`config.mk`:
```
export PLATFORM = sky130hd
export DESIGN_NAME = scanline_feeder_flat
export DESIGN_NICKNAME = d
export VERILOG_FILES = /design/src/rtl/scanline_feeder_if.sv /design/src/rtl/scanline_feeder.sv /design/src/flat_wrapper.sv
export SDC_FILE = /design/constraint.sdc
export NUM_CORES = 2
export LEC_CHECK = 0
export CAP_MARGIN = 20
export CORE_MARGIN = 2
export CORE_UTILIZATION = 60
export DETAILED_ROUTE_END_ITERATION = 8
export DONT_BUFFER_PORTS = 1
export HOLD_SLACK_MARGIN = 0.1
export PLACE_DENSITY = 0.76
export REMOVE_ABC_BUFFERS = 1
export SYNTH_ARGS = -nofsm -noshare
export SYNTH_HDL_FRONTEND = slang
export SYNTH_SLANG_ARGS = --single-unit
```
`constraint.sdc`:
```
create_clock -name clk -period 3.11 [get_ports clk]
set_input_delay 0 -clock clk [delete_from_list [all_inputs] [get_ports clk]]
set_output_delay 0 -clock clk [all_outputs]
set_load 0.02 [all_outputs]
```
`src/rtl/scanline_feeder_if.sv`:
```
// scanline_feeder_if: groups the PPU write port, the VGA read port and the
// status outputs of scanline_feeder into one bundle.
//   master : drives wr_en/wr_x/wr_dat/wr_line_done, reading, underrun_clr
//   slave  : drives wr_ready, c_dat, line_idx, frame_done, underrun
interface scanline_feeder_if #(
   parameter int CW = 6
);
   logic          wr_en;
   logic [7:0]    wr_x;
   logic [CW-1:0] wr_dat;
   logic          wr_line_done;
   logic          wr_ready;
   logic          reading;
   logic [CW-1:0] c_dat;
   logic [7:0]    line_idx;
   logic          frame_done;
   logic          underrun;
   logic          underrun_clr;

   modport master (
      output wr_en, wr_x, wr_dat, wr_line_done, reading, underrun_clr,
      input  wr_ready, c_dat, line_idx, frame_done, underrun
   );

   modport slave (
      input  wr_en, wr_x, wr_dat, wr_line_done, reading, underrun_clr,
      output wr_ready, c_dat, line_idx, frame_done, underrun
   );
endinterface

```
`src/rtl/scanline_feeder.sv`:
```
// scanline_feeder: double-buffered NES scanline streamer for the VGA block.
// The PPU fills the back buffer and marks it complete; the line is swapped
// to the front only while the VGA block is not reading, then streamed one
// colour code per cycle while `reading` is high.
// Ports:
//   clk   : pixel clock (shared with the VGA block)
//   reset : asynchronous, active-high
//   bus   : scanline_feeder_if.slave -- write port, read port, status
module scanline_feeder #(
   parameter int LINE_PIXELS = 256,
   parameter int LINES       = 240,
   parameter int CW          = 6
) (
   input  logic              clk,
   input  logic              reset,
   scanline_feeder_if.slave  bus
);
   localparam logic [7:0] LAST_PIX  = 8'(LINE_PIXELS - 1);
   localparam logic [7:0] LAST_LINE = 8'(LINES - 1);

   // Line storage; contents are deliberately not reset.
   logic [CW-1:0] buf0 [LINE_PIXELS];
   logic [CW-1:0] buf1 [LINE_PIXELS];

   logic       front_sel_q,    front_sel_d;
   logic       back_full_q,    back_full_d;
   logic       fresh_q,        fresh_d;
   logic       front_valid_q,  front_valid_d;
   logic       reading_prev_q;
   logic [7:0] rd_ptr_q,       rd_ptr_d;
   logic [7:0] line_idx_q,     line_idx_d;
   logic       frame_done_q,   frame_done_d;
   logic       underrun_q,     underrun_d;

   logic          rise, fall, swap, wr_ok;
   logic [CW-1:0] front_pix;

   always_comb begin
      rise  = bus.reading && !reading_prev_q;
      fall  = !bus.reading && reading_prev_q;
      swap  = !bus.reading && back_full_q;
      wr_ok = bus.wr_en && !back_full_q;

      front_sel_d   = front_sel_q;
      back_full_d   = back_full_q;
      fresh_d       = fresh_q;
      front_valid_d = front_valid_q;
      rd_ptr_d      = '0;
      line_idx_d    = line_idx_q;
      frame_done_d  = 1'b0;
      underrun_d    = underrun_q;

      if (bus.reading) begin
         rd_ptr_d = (rd_ptr_q == LAST_PIX) ? '0 : rd_ptr_q + 8'd1;
      end

      if (fall) begin
         fresh_d      = 1'b0;
         line_idx_d   = (line_idx_q == LAST_LINE) ? '0 : line_idx_q + 8'd1;
         frame_done_d = (line_idx_q == LAST_LINE);
      end

      // A swap on the falling-edge cycle must leave fresh set, so it is
      // evaluated after the falling-edge clear.
      if (swap) begin
         front_sel_d   = !front_sel_q;
         back_full_d   = 1'b0;
         fresh_d       = 1'b1;
         front_valid_d = 1'b1;
      end else if (bus.wr_line_done && !back_full_q) begin
         back_full_d = 1'b1;
      end

      // Set beats clear.
      if (rise && !fresh_q) begin
         underrun_d = 1'b1;
      end else if (bus.underrun_clr) begin
         underrun_d = 1'b0;
      end
   end

   always_ff @(posedge clk or posedge reset) begin
      if (reset) begin
         front_sel_q    <= 1'b0;
         back_full_q    <= 1'b0;
         fresh_q        <= 1'b0;
         front_valid_q  <= 1'b0;
         reading_prev_q <= 1'b0;
         rd_ptr_q       <= '0;
         line_idx_q     <= '0;
         frame_done_q   <= 1'b0;
         underrun_q     <= 1'b0;
      end else begin
         front_sel_q    <= front_sel_d;
         back_full_q    <= back_full_d;
         fresh_q        <= fresh_d;
         front_valid_q  <= front_valid_d;
         reading_prev_q <= bus.reading;
         rd_ptr_q       <= rd_ptr_d;
         line_idx_q     <= line_idx_d;
         frame_done_q   <= frame_done_d;
         underrun_q     <= underrun_d;
      end
   end

   // The back buffer is whichever array is not selected as front.
   always_ff @(posedge clk) begin
      if (wr_ok) begin
         if (front_sel_q) begin
            buf0[bus.wr_x] <= bus.wr_dat;
         end else begin
            buf1[bus.wr_x] <= bus.wr_dat;
         end
      end
   end

   always_comb begin
      front_pix = front_sel_q ? buf1[rd_ptr_q] : buf0[rd_ptr_q];
   end

   assign bus.c_dat      = front_valid_q ? front_pix : '0;
   assign bus.wr_ready   = !back_full_q;
   assign bus.line_idx   = line_idx_q;
   assign bus.frame_done = frame_done_q;
   assign bus.underrun   = underrun_q;
endmodule
```
`src/flat_wrapper.sv`:
```
// flat-port wrapper written by rule: the top's interface ports become plain ports
module scanline_feeder_flat 
#(
   parameter int LINE_PIXELS = 256,
   parameter int LINES       = 240,
   parameter int CW          = 6
)
  (clk, reset, bus_wr_en, bus_wr_x, bus_wr_dat, bus_wr_line_done, bus_reading, bus_underrun_clr, bus_wr_ready, bus_c_dat, bus_line_idx, bus_frame_done, bus_underrun);
  scanline_feeder_if #(.CW(CW)) bus_i ();
  input  logic clk;
  input  logic reset;
  input wire logic [$bits(bus_i.wr_en)-1:0] bus_wr_en;
  input wire logic [$bits(bus_i.wr_x)-1:0] bus_wr_x;
  input wire logic [$bits(bus_i.wr_dat)-1:0] bus_wr_dat;
  input wire logic [$bits(bus_i.wr_line_done)-1:0] bus_wr_line_done;
  input wire logic [$bits(bus_i.reading)-1:0] bus_reading;
  input wire logic [$bits(bus_i.underrun_clr)-1:0] bus_underrun_clr;
  output wire logic [$bits(bus_i.wr_ready)-1:0] bus_wr_ready;
  output wire logic [$bits(bus_i.c_dat)-1:0] bus_c_dat;
  output wire logic [$bits(bus_i.line_idx)-1:0] bus_line_idx;
  output wire logic [$bits(bus_i.frame_done)-1:0] bus_frame_done;
  output wire logic [$bits(bus_i.underrun)-1:0] bus_underrun;
  assign bus_i.wr_en = bus_wr_en;
  assign bus_i.wr_x = bus_wr_x;
  assign bus_i.wr_dat = bus_wr_dat;
  assign bus_i.wr_line_done = bus_wr_line_done;
  assign bus_i.reading = bus_reading;
  assign bus_i.underrun_clr = bus_underrun_clr;
  assign bus_wr_ready = bus_i.wr_ready;
  assign bus_c_dat = bus_i.c_dat;
  assign bus_line_idx = bus_i.line_idx;
  assign bus_frame_done = bus_i.frame_done;
  assign bus_underrun = bus_i.underrun;
  scanline_feeder #(.LINE_PIXELS(LINE_PIXELS), .LINES(LINES), .CW(CW)) u_core (.clk(clk), .reset(reset), .bus(bus_i));
endmodule
```
# ---- After elaboration in Yosys (flattened, before gate mapping)
# Memory sizes are Yosys's and may differ from the RTL's.
# Index checks and enable logic that the tools add are counted.
dict set report totals {
  reg_bits 23
  n_memories 2
  mem_bits_rw 3072
  in_bits 20
}
dict set report op_classes {
  reduce_logical 14
  n_addsub 2
  n_mux 18
  n_eq_ne 2
}
# memory words width rd rd_ports_with_merged_regs wr line
set memory_table {}
lappend memory_table {u_core.buf0 256 6 1 0 1 scanline_feeder.sv:22} ;# logic [CW-1:0] buf0 [LINE_PIXELS];
lappend memory_table {u_core.buf1 256 6 1 0 1 scanline_feeder.sv:23} ;# logic [CW-1:0] buf1 [LINE_PIXELS];
# operator count
set op_table {}
lappend op_table {{2-to-1 mux 8 bit} 3}
lappend op_table {{adder 8 x 1 -> 8 bit, second input constant} 2}
lappend op_table {{equality test 8 bit, second input constant} 2}
lappend op_table {{2-to-1 mux 1 bit} 13}
lappend op_table {{2-to-1 mux 6 bit} 2}
lappend op_table {{logical AND 1 bit} 6}
lappend op_table {{nonzero test 2 bit} 3}
lappend op_table {{logical NOT 1 bit} 5}

# ---- Longest topological paths before layout
dict set report logic_depth {
  ltp_word 4
  mapped_depth 14
  mapped_depth_nobuf 7
}

# ---- Worst setup path after synthesis
# OpenSTA, ideal clock, no wires.
dict set report synth_timing {
  path_type {reg-to-output}
  from {register u_core.rd_ptr_q[2]}
  to {output port bus_c_dat[2]}
  stages_incl_launch_ff 11
  t_arrival_ns 2.912
  slack_ns 0.198
  n_path_buf 5
  required_time_ns 3.110
  path_cell_list {dfrtp_1 -> buf_2 -> inv_1 -> buf_4 -> buf_4 -> buf_2 -> buf_2 -> o21ai_0 -> a2111oi_0 -> a311oi_1 -> o311ai_0}
}
dict set report synth_via {
  elab_chain_cells 3
  elab_cells_between_ends 4
}
# element line
set synth_lines {}
lappend synth_lines {{start, declared} scanline_feeder.sv:30} ;# logic [7:0] rd_ptr_q, rd_ptr_d;
lappend synth_lines {{start signal, assigned} scanline_feeder.sv:99} ;# rd_ptr_q <= rd_ptr_d;
lappend synth_lines {{memory read (256 x 6 bit), on equally long branches} n/a}
lappend synth_lines {{2-to-1 mux 6 bit (*)} scanline_feeder.sv:118} ;# front_pix = front_sel_q ? buf1[rd_ptr_q] : buf0[rd_ptr_q];
lappend synth_lines {{2-to-1 mux 6 bit (*)} scanline_feeder.sv:121} ;# assign bus.c_dat = front_valid_q ? front_pix : '0;
lappend synth_lines {{end, declared} flat_wrapper.sv:19} ;# output wire logic [$bits(bus_i.c_dat)-1:0] bus_c_dat;
# Mark *: on every way between the ends. The rest lies on a longest branch, timed or not.

# ---- Worst setup path after layout
dict set report layout_timing {
  from {register u_core.rd_ptr_q[4]}
  to {output port bus_c_dat[2]}
}
# The elaborated chain is that of the path after synthesis.

==> reports/qor.yml <==
outcome:
  run_status: "finished, violations left"
  violations: "hold timing, slew limit, setup timing"
synth:
  synthAdderAreaFrac_pct: 0.0205
  ys_ff_latch: 3095
  post_synth_instance_area_sq_um: 122000
  synth_top_family_by_area: "multiplexers"
  syn_area_per_cell_sq_um: 19.4
  netlist_instances: 6263
  synth-main-ff-cell: "edfxtp_1"
  yosys_warnings: 0
  yosys.area_share.simple_pct: 3.21
  synth-compound-area-share_pct: 4.29
  yosysUniqueCellTypes: 69
  synth_edf_count: 3072
  seq_area_frac_synth_pct: 76.2
  synth.mux.area_fraction_pct: 14.2
  synth-async-reset-ratio_pct: 0.743
  synthXorXnorAreaFrac_pct: 0.0575
sta:
  finalCriticalPeriod_ns: 4.48
  holdWs_ns: -0.708
  report.final.slew_viol_count: 178
  hold_violations: 1270
  tightest_slew_ns: 1.68
  slew-limit-headroom_pct: -11.9
  worst_clock_skew_ns: 0.0482
  rsz0062_at_grt: "yes"
  fin_crit_sh_pct: 144
  clock.fmax_mhz: 223
  setup_ws_ns: -1.37
  setup_violations: 6
global_route:
  gr-total-overflow: 0
  antenna_found_initial: 18
  grt_max_degree: 513
  grt_pass1_vias: 68500
  grt_first_pass_wirelength_microns: 495000
  grt_usage_pct: 33.9
detailed_routing:
  drc: 0
  route.vias.total: 70100
  drt.antenna.violating_nets: 0
  vias_per_cell: 7.10
  first_iter_violations: 11500
  wl_per_cell_microns: 35.9
  wl_microns: 354000
  dr.pass1.iters: 6
clock_network:
  h-tree-depth: 5
  cts_tree: "yes"
  clk_pin_slew_ns: 0.07
  cts_buffers: 314
  clkLatencyLatePin_ns: 0.98
  numClockSinks: 3095
  cts-root-buf: "clkbuf_16"
  clock_path_buffers: 4
power:
  p_sw_share_pct: 21.9
  ir_drop_v: 0.000625
  comb_power_share_pct: 7.4
  clkPwrFrac_pct: 40.9
  p_leak_nw: 45.2
  power.switching_mw: 19.5
  pwr_density_cell_nw_per_um2: 629
  power.internal_mw: 69.7
  power_frac_seq_pct: 51.7
critical_path:
  crit_top_cell: "buf_4"
  worstSetupStartpointType: "flip-flop"
  worst_ep_required_time_ns: 3.11
  cp.arrival_ns: 4.48
  crit_slowest_cell: "dfrtp_4"
  worstPathCellList: "clkinv_2, nand2_1, buf_4, a31oi_1, a22o_1, o21ai_0, nand4_1, buf_4, o311ai_4, buf_12"
  worst_setup_path_end_kind: "primary output"
  r2r_end: "u_core.buf1[233][1]"
  r2r_cells: 7
  path_max_fanout: 12
  path_class: "reg -> out"
  max_stage_delay_ns: 0.68
  rrSetupSlack_ns: 0.04
  r2r_start: "u_core.front_sel_q"
floorplan:
  die_area_sq_um: 207000
  start_util_pct: 60.3
  die_x_microns: 455
  io_pins: 37
  fp-row-count: 165
  core-area_sq_um: 202000
  fp.dieH_microns: 455
placed_design:
  place_ws_ns: -1.01
  dpl.hpwl_microns: 201000
  dp_cells: 9181
  portBuffers: 0
  gp_congestion: 0.924
cells_and_area:
  nets: 6980
  final_core_util_pct: 70.2
  fin_cells: 9879
  nFillCells: 11600
  area.growth.synth_to_final_pct: 16.4
  drive_gt1_share_pct: 26.4
flow_run:
  max-cap-violations: 0
min_path:
  hold_class: "in -> reg"
  hp-start: "bus_wr_dat[4]"
  whs_endpoint: "u_core.buf1[96][4]"
  whs_path_depth: 0
-- repair_timing --
action	in CTS	in global routing
endpoints found under the setup margin	6	13
buffers inserted	44	38
gates resized for setup	222	100
hold endpoints to repair	5634	2670
gates cloned	21	6
hold buffers	23	3
pin swaps	43	44
-- how the worst max path moves through the flow --
stage	startpoint	to	slack [ns]
6_report	u_core.rd_ptr_q[4]	bus_c_dat[2]	-1.37
3_3_place_gp	u_core.rd_ptr_q[0]	bus_c_dat[3]	-1.60
2_1_floorplan	u_core.rd_ptr_q[0]	u_core.rd_ptr_q[0]	-35.62
3_5_place_dp	u_core.rd_ptr_q[0]	bus_c_dat[0]	-1.01
4_1_cts	u_core.rd_ptr_q[0]	bus_c_dat[3]	-1.28
5_1_grt	u_core.rd_ptr_q[0]	bus_c_dat[0]	-1.31
-- cell usage after synthesis, types with 4 or more instances --
library cell / number / area (sq um)
nor2_1: 574 / 2150
a221oi_1: 16 / 140
buf_2: 48 / 240
a31oi_1: 13 / 81.3
nand4_1: 26 / 163
a21oi_1: 132 / 661
o21ai_0: 66 / 330
o31ai_1: 16 / 120
buf_4: 45 / 338
a32oi_1: 5 / 43.8
o22a_1: 4 / 35.0
a211o_1: 5 / 43.8
a2111oi_0: 6 / 52.6
and2_1: 24 / 150
nor3_1: 67 / 335
mux4_2: 516 / 11600
buf_6: 70 / 788
a22oi_1: 40 / 300
nor4_1: 11 / 68.8
buf_1: 23 / 86.3
or2_2: 4 / 25.0
nor2b_1: 17 / 106
dfrtp_1: 23 / 576
nand2_1: 93 / 349
o311ai_0: 10 / 87.6
edfxtp_1: 3072 / 92200
o211ai_1: 15 / 113
o22ai_1: 144 / 901
inv_1: 9 / 33.8
mux2i_1: 548 / 5490
o32ai_1: 7 / 61.3
a22o_1: 10 / 87.6
or3_1: 9 / 56.3
clkbuf_1: 221 / 830
buf_8: 5 / 75.1
nor3b_1: 5 / 37.5
xnor2_1: 5 / 43.8
nand3_1: 57 / 285
o221ai_1: 195 / 1710
mux2_2: 20 / 225
nand2b_1: 15 / 93.8
a211oi_1: 23 / 173
-- state kept, by name (all words and copies together), names as in the netlist --
signal	flops
u_core.buf1	1536
u_core.rd_ptr_q	8
u_core.fresh_q	1
u_core.front_sel_q	1
u_core.bus.frame_done	1
u_core.front_valid_q	1
u_core.bus.line_idx	8
u_core.reading_prev_q	1
u_core.buf0	1536
u_core.back_full_q	1
u_core.bus.underrun	1
-- cell usage in the layout, fill, tap and decap left out, drive strengths merged, types with 57 or more instances in the layout --
master | netlist | layout
nor2 | 574 | 574
edfxtp | 3072 | 3072
buf | 192 | 755
a21oi | 132 | 132
nand3 | 57 | 57
o221ai | 195 | 195
mux2i | 548 | 548
o22ai | 144 | 144
nand2 | 93 | 93
o21ai | 66 | 66
mux4 | 516 | 516
nor3 | 67 | 67
clkbuf | 221 | 402
clkinv | 1 | 119
-- through the flow --
stage | hold slack, ns | setup TNS (ns) | cell area (sq um) | total power [mW]
floorplan | 0.00192 | -488.49 | 119000 | 52.3
global placement | 0.0334 | -4.87 | 129000 | 52.3
detailed placement | 0.0333 | -4.05 | 129000 | 52.3
CTS | -0.786 | -7.33 | 141000 | 88.4
global route | -0.754 | -7.58 | 142000 | 90.7
finish | -0.708 | -7.70 | 142000 | 89.2
-- layout make-up --
class	instances	area (sq um)	share of cell area, %
Multi-Input combinational cell	2745	27700	19.5
Clock inverter	147	1290	0.907
Sequential cell	3095	92800	65.5
Antenna cell	22	55.1	0.0388
Inverter	10	53.8	0.0380
Clock buffer	396	8390	5.92
Timing Repair Buffer	792	8090	5.70
Tap cell	2672	3340	2.36
-- metal layers --
metal | global-route usage (%) | share of wire (%) | wire [microns]
met5 | 0.257 | 0.057 | 201
met4 | 18.0 | 6.4 | 22800
met3 | 11.3 | 15 | 52200
met2 | 50.1 | 45 | 159000
met1 | 45.1 | 34 | 120000
-- power by group through the flow --
| stage | Clock (mW) | Sequential (mW) | Combinational, mW |
|---|---|---|---|
| detailed placement | 0 | 46.9 | 5.38 |
| CTS | 36.3 | 46.0 | 5.99 |
| global placement | 0 | 46.9 | 5.33 |
| finish | 36.5 | 46.1 | 6.64 |
| global route | 38.0 | 46.1 | 6.71 |
| floorplan | 0 | 47.3 | 4.96 |
-- cells by family after synthesis --
logic type | after synthesis
DFF | 3095
muxes | 1084
and+or+nand+nor | 913
AOI/OAI and AO/OA | 738
buffers and inverters | 423
xor gates and xnor gates | 8
adders and majority gates | 2
-- critical path, delay by kind of cell (launching register included) --
kind	cells	cell delay, ns
simple gates	2	0.93
flops	1	0.68
buf+inv	4	1.18
compound gates	4	0.72
(Power assumes the default switching activity.)
